File: config.mk
export PLATFORM = sky130hd
export DESIGN_NAME = ofmap_drain
export DESIGN_NICKNAME = d
export VERILOG_FILES = /design/src/rtl/ofmap_drain.sv
export SDC_FILE = /design/constraint.sdc
export NUM_CORES = 1
export LEC_CHECK = 0
export CAP_MARGIN = 0
export CORE_MARGIN = 4
export CORE_UTILIZATION = 50
export CTS_BUF_LIST = sky130_fd_sc_hd__clkbuf_2 sky130_fd_sc_hd__clkbuf_4 sky130_fd_sc_hd__clkbuf_8
export DETAILED_ROUTE_END_ITERATION = 12
export PLACE_DENSITY = 0.69
export RECOVER_POWER = 50
export SYNTH_ARGS = -nofsm -noshare
export SYNTH_HDL_FRONTEND = slang
export SYNTH_SLANG_ARGS = --single-unit
File: constraint.sdc
create_clock -name clk -period 5.48 [get_ports clk]
set_input_delay 0.822 -clock clk [delete_from_list [all_inputs] [get_ports clk]]
set_output_delay 0.822 -clock clk [all_outputs]
set_load 0.01 [all_outputs]
File: src/rtl/ofmap_drain.sv
// rtl/ofmap_drain.sv - output vector collector with valid/ready drain stream
//
// Ports:
//   clk, rst           single rising-edge clock, asynchronous active-high reset
//   matrix_in          nPEx x outputSize vector (channel c at matrix_in[c])
//   in_valid           capture matrix_in this cycle
//   in_done            level; its rising edge ends collection and starts the drain
//   out_data/out_channel/out_pixel/out_last/out_valid, out_ready
//                      drain stream, pixel-major / channel-minor
//   frame_count        pixels stored in the current frame
//   flag_overflow      sticky, a vector was dropped (cleared by the next frame)
//   flag_busy          collecting or draining
//   flag_drained       one-cycle pulse when a frame completes (or an empty done)
module ofmap_drain #(
    parameter int outputSize = 17,
    parameter int nPEx       = 3,
    parameter int numEntries = 16
) (
    input  logic                                clk,
    input  logic                                rst,
    input  logic [nPEx-1:0][outputSize-1:0]     matrix_in,
    input  logic                                in_valid,
    input  logic                                in_done,
    output logic signed [outputSize-1:0]        out_data,
    output logic [$clog2(nPEx)-1:0]             out_channel,
    output logic [$clog2(numEntries)-1:0]       out_pixel,
    output logic                                out_valid,
    input  logic                                out_ready,
    output logic                                out_last,
    output logic [$clog2(numEntries):0]         frame_count,
    output logic                                flag_overflow,
    output logic                                flag_busy,
    output logic                                flag_drained
);

    localparam int CW = $clog2(nPEx);
    localparam int PW = $clog2(numEntries);
    localparam int FW = PW + 1;

    typedef enum logic [1:0] {IDLE, COLLECT, DRAIN} state_t;

    state_t state, state_next;

    logic [nPEx-1:0][outputSize-1:0] mem [numEntries];

    logic done_prev;
    logic done_rise, full, transfer;

    logic                         wr_en;
    logic [PW-1:0]                wr_idx;
    logic [PW-1:0]                rd_pix;
    logic [CW-1:0]                rd_ch;
    logic                         rd_load;

    logic signed [outputSize-1:0] n_data;
    logic [CW-1:0]                n_channel;
    logic [PW-1:0]                n_pixel;
    logic                         n_valid, n_last;
    logic [FW-1:0]                n_count;
    logic                         n_overflow, n_busy, n_drained;

    assign done_rise = in_done && !done_prev;
    assign full      = (frame_count == FW'(numEntries));
    assign transfer  = out_valid && out_ready;

    // State register
    always_ff @(posedge clk or posedge rst) begin
        if (rst) begin
            state <= IDLE;
        end else begin
            state <= state_next;
        end
    end

    // Next-state logic
    always_comb begin
        state_next = state;
        case (state)
            IDLE: begin
                // A vector arriving with the done edge is captured and drained as a one-pixel frame
                if (in_valid) state_next = done_rise ? DRAIN : COLLECT;
            end
            COLLECT: begin
                if (done_rise) state_next = DRAIN;
            end
            DRAIN: begin
                if (transfer && out_last) state_next = IDLE;
            end
            default: state_next = IDLE;
        endcase
    end

    // Output logic: next values of the registered outputs and buffer write control
    always_comb begin
        n_data     = out_data;
        n_channel  = out_channel;
        n_pixel    = out_pixel;
        n_valid    = out_valid;
        n_last     = out_last;
        n_count    = frame_count;
        n_overflow = flag_overflow;
        n_busy     = (state_next != IDLE);
        n_drained  = 1'b0;
        wr_en      = 1'b0;
        wr_idx     = frame_count[PW-1:0];
        rd_pix     = '0;
        rd_ch      = '0;
        rd_load    = 1'b0;

        case (state)
            IDLE: begin
                if (in_valid) begin
                    wr_en      = 1'b1;
                    wr_idx     = '0;
                    n_count    = FW'(1);
                    n_overflow = 1'b0;
                end else if (done_rise) begin
                    n_drained = 1'b1;
                end
            end
            COLLECT: begin
                if (in_valid) begin
                    if (full) begin
                        n_overflow = 1'b1;
                    end else begin
                        wr_en   = 1'b1;
                        n_count = frame_count + FW'(1);
                    end
                end
            end
            DRAIN: begin
                if (in_valid) n_overflow = 1'b1;
                // First DRAIN cycle presents word (0,0); the extra cycle lets a vector
                // captured on the done edge land in the buffer before it is read.
                if (!out_valid) begin
                    rd_load = 1'b1;
                end else if (transfer) begin
                    if (out_last) begin
                        n_valid   = 1'b0;
                        n_last    = 1'b0;
                        n_count   = '0;
                        n_drained = 1'b1;
                    end else begin
                        rd_load = 1'b1;
                        if (out_channel == CW'(nPEx - 1)) begin
                            rd_pix = out_pixel + PW'(1);
                            rd_ch  = '0;
                        end else begin
                            rd_pix = out_pixel;
                            rd_ch  = out_channel + CW'(1);
                        end
                    end
                end
                if (rd_load) begin
                    n_valid   = 1'b1;
                    n_pixel   = rd_pix;
                    n_channel = rd_ch;
                    n_data    = $signed(mem[rd_pix][rd_ch]);
                    n_last    = ({1'b0, rd_pix} == frame_count - FW'(1)) &&
                                (rd_ch == CW'(nPEx - 1));
                end
            end
            default: ;
        endcase
    end

    // Registered outputs
    always_ff @(posedge clk or posedge rst) begin
        if (rst) begin
            done_prev     <= 1'b0;
            out_data      <= '0;
            out_channel   <= '0;
            out_pixel     <= '0;
            out_valid     <= 1'b0;
            out_last      <= 1'b0;
            frame_count   <= '0;
            flag_overflow <= 1'b0;
            flag_busy     <= 1'b0;
            flag_drained  <= 1'b0;
        end else begin
            done_prev     <= in_done;
            out_data      <= n_data;
            out_channel   <= n_channel;
            out_pixel     <= n_pixel;
            out_valid     <= n_valid;
            out_last      <= n_last;
            frame_count   <= n_count;
            flag_overflow <= n_overflow;
            flag_busy     <= n_busy;
            flag_drained  <= n_drained;
        end
    end

    // Buffer storage; contents survive reset
    always_ff @(posedge clk) begin
        if (wr_en) mem[wr_idx] <= matrix_in;
    end

endmodule

==> results.yml <==
route:
  totalWireLength_um: 86930
  ant_nets: 0
  detailedRoute.firstIterationViolations: 2188
  vias_per_cell: 6.346
  wl_per_cell_um: 29.06
  vias: 18980
  drc_errors: 0
  firstDrtPassIters: 8
sta:
  rsz0062_at_grt: "false"
  fmax_mhz: 225.4
  relSlewSlack: -0.3016
  min_period_over_period: 0.8096
  finalCriticalPeriod_ps: 4437
  finClkSkew_ps: 25.70
  final.setup.tns_ps: 0
  finalHoldViolations: 0
  maxSlewViolCount: 37
  worst_slew_pin_slew_ps: 1952
  setup_viol: 0
clocking:
  insertion_delay_ps: 790
  cts_resized: 0
  cts_hold_buf: 0
  post-cts-setup-buffer-count: 0
  cts.sinks: 852
  cts_buffers: 135
  clk_pin_slew_worst_paths_ps: 60
  htreeDepth: 4
  clockBufferDepth: 3
  cts-root-buf: "clkbuf_8"
  cts_tree: "done"
cells_and_area:
  nets: 2075
  final_area_um2: 38350
  fillCellCount: 4822
  fin_util: 0.5812
  synthToLayoutAreaGrowth_pct: 14.71
  seq_area_um2: 25400
  multi_input_area_um2: 7645
  drive_gt1_frac: 0.2004
synthesis:
  syn_area_um2: 33430
  syn_inst: 1837
  synthDistinctLibCells: 63
  async_flop_share: 0.04225
  syn-mean-instance-area_um2: 18.20
  ys_warn_count: 0
  seq_area_frac_synth: 0.7599
  synth_flop_cell: "edfxtp_1"
  synth_seq_cells: 852
  synthesis.nets: 1900
  synth-edff-count: 816
outcome:
  status: "finished, violations left"
  violations: "max-capacitance violations, max-slew violations"
run:
  max_cap_viol_count: 1
critical_path:
  end_kind: "register"
  crit_fanout: 20
  r2r_cells: 7
  cp.arrival_ps: 5090
  worstSetupStartpointType: "primary input"
  critPathKind: "primary input to register"
  critical_path_required_ps: 6140
worst_hold_path:
  hp-class: "register to register"
  hold_path_depth: 1
power:
  p_per_area_nw_per_um2: 434.6
  p_switching_uw: 4838
  total_power_uw: 16660
  p_clk_frac: 0.319
  netSwitchingFraction: 0.2903
  internal-power_uw: 11830
  pwr-share-comb: 0.222
  vdd_drop_max_mv: 0.2462
  p_seq_frac: 0.459
  p_leak_uw: 0.01212
global_routing:
  groute.usage.overall: 0.2454
  antenna_found_initial: 7
  grt_pass1_wl_um: 126200
  overflow: 0
  grt_pass1_vias: 18900
  grt_max_degree: 87
placed_design:
  place.gp.congestion: 0.8232
  portBuffers: 88
  dpl.hpwl_um: 46430
  dpl_cell_area_um2: 35660
floorplanning:
  ios: 89
  fp.dieW_um: 266.6
  die-area_um2: 71060
  start_util: 0.5067
  die_y_um: 266.6
  std_cell_rows: 94
  fp.coreArea_um2: 65980
## logic make-up (layout without fill, tap and decap cells)
kind of cell	after synthesis	in the layout	synth area share
buffers and inverters	122	406	0.01651
and+or+nand+nor	244	244	0.03833
xor gates and xnor gates	7	7	0.002395
AOI/OAI and AO/OA	414	414	0.08339
adders and majority gates	7	7	0.002620
DFF	852	852	0.7599
muxes	191	191	0.09683
other	0	6	0
## stage by stage
stage	cells	setup WS, ps	hold slack (ps)
2_1_floorplan	1837	142.3	540.1
3_3_place_gp	2739	1190	545.9
3_5_place_dp	2739	1097	545.9
4_1_cts	2985	1746	490.4
5_1_grt	2986	1019	571.8
6_report	2991	1043	546.6
## cells in the mapped netlist (36+ instances only)
| library cell | count | area (µm²) |
|---|---|---|
| a22oi_1 | 37 | 277.8 |
| and3_1 | 46 | 287.8 |
| dfrtp_1 | 36 | 900.9 |
| nor2_1 | 46 | 172.7 |
| mux4_2 | 104 | 2342 |
| mux2i_1 | 77 | 770.7 |
| edfxtp_1 | 816 | 24500 |
| a211o_1 | 43 | 376.6 |
| o21ai_0 | 97 | 485.5 |
| nand2_1 | 60 | 225.2 |
| a211oi_1 | 54 | 405.4 |
| a21oi_1 | 67 | 335.3 |
| clkbuf_1 | 67 | 251.5 |
## state kept, by name, summed over array words and instances (netlist names)
register,count
flag_busy,1
out_channel,2
state,2
frame_count,5
mem,816
flag_drained,1
out_valid,1
out_data,17
out_pixel,4
flag_overflow,1
done_prev,1
out_last,1
## final cells by class
type / instances / share of cell area
Clock inverter: 51 / 0.008027
Multi-Input combinational cell: 863 / 0.1994
Tap cell: 864 / 0.02819
Timing Repair Buffer: 152 / 0.03857
Inverter: 8 / 0.0007831
Sequential cell: 852 / 0.6625
Clock buffer: 195 / 0.06216
Antenna cell: 6 / 0.0003916
## critical path, cell delays in order
cell and delay [ps]:
clkdlybuf4s50_1 540, nand3b_1 870, nor2_1 420, clkbuf_1 1000, nor2_1 520, a22oi_1 300
nand3_1 240, o32a_1 350
## power by group through the flow
stage,clock [µW],combinational (µW),sequential [µW]
2_1_floorplan,0,2440,7740
5_1_grt,5720,3940,7660
6_report,5310,3700,7640
3_5_place_dp,0,3700,7770
4_1_cts,5410,3710,7640
3_3_place_gp,0,3620,7760
## cells in the final DEF (no fill, tap or decap), types with 15 or more instances in the layout
master and count:
a22oi_1 37, nand2_1 59, nand4_1 16, o22ai_1 17, nor2_1 31, a211oi_1 54, dlygate4sd3_1 53, nand3_1 20
mux4_2 104, buf_4 52, a31oi_1 17, a21oi_1 67, edfxtp_1 816, o21ai_0 96, and3_1 46, clkinv_1 26
dfrtp_1 36, o221ai_1 15, clkdlybuf4s50_1 35, mux2i_1 77, clkbuf_4 48, a211o_1 43, clkbuf_8 147
## final timing paths
path                                from            end  slack (ps)
max reg2reg                     out_last    out_data[4]        1130
max in group asynchronous            rst   out_data[13]        3160
max                            out_ready    out_data[4]        1040
min                        flag_overflow  flag_overflow         550
min in group asynchronous            rst    out_data[3]        1160
min reg2reg                flag_overflow  flag_overflow         550
## routing by layer
metal  GRT usage  wire (µm)
met1      0.3428      34120
met2      0.3791      40800
met3     0.05964       8872
met4     0.09452       3045
met5    0.008784         87
No activity file was read; power rests on OpenSTA's default activity.
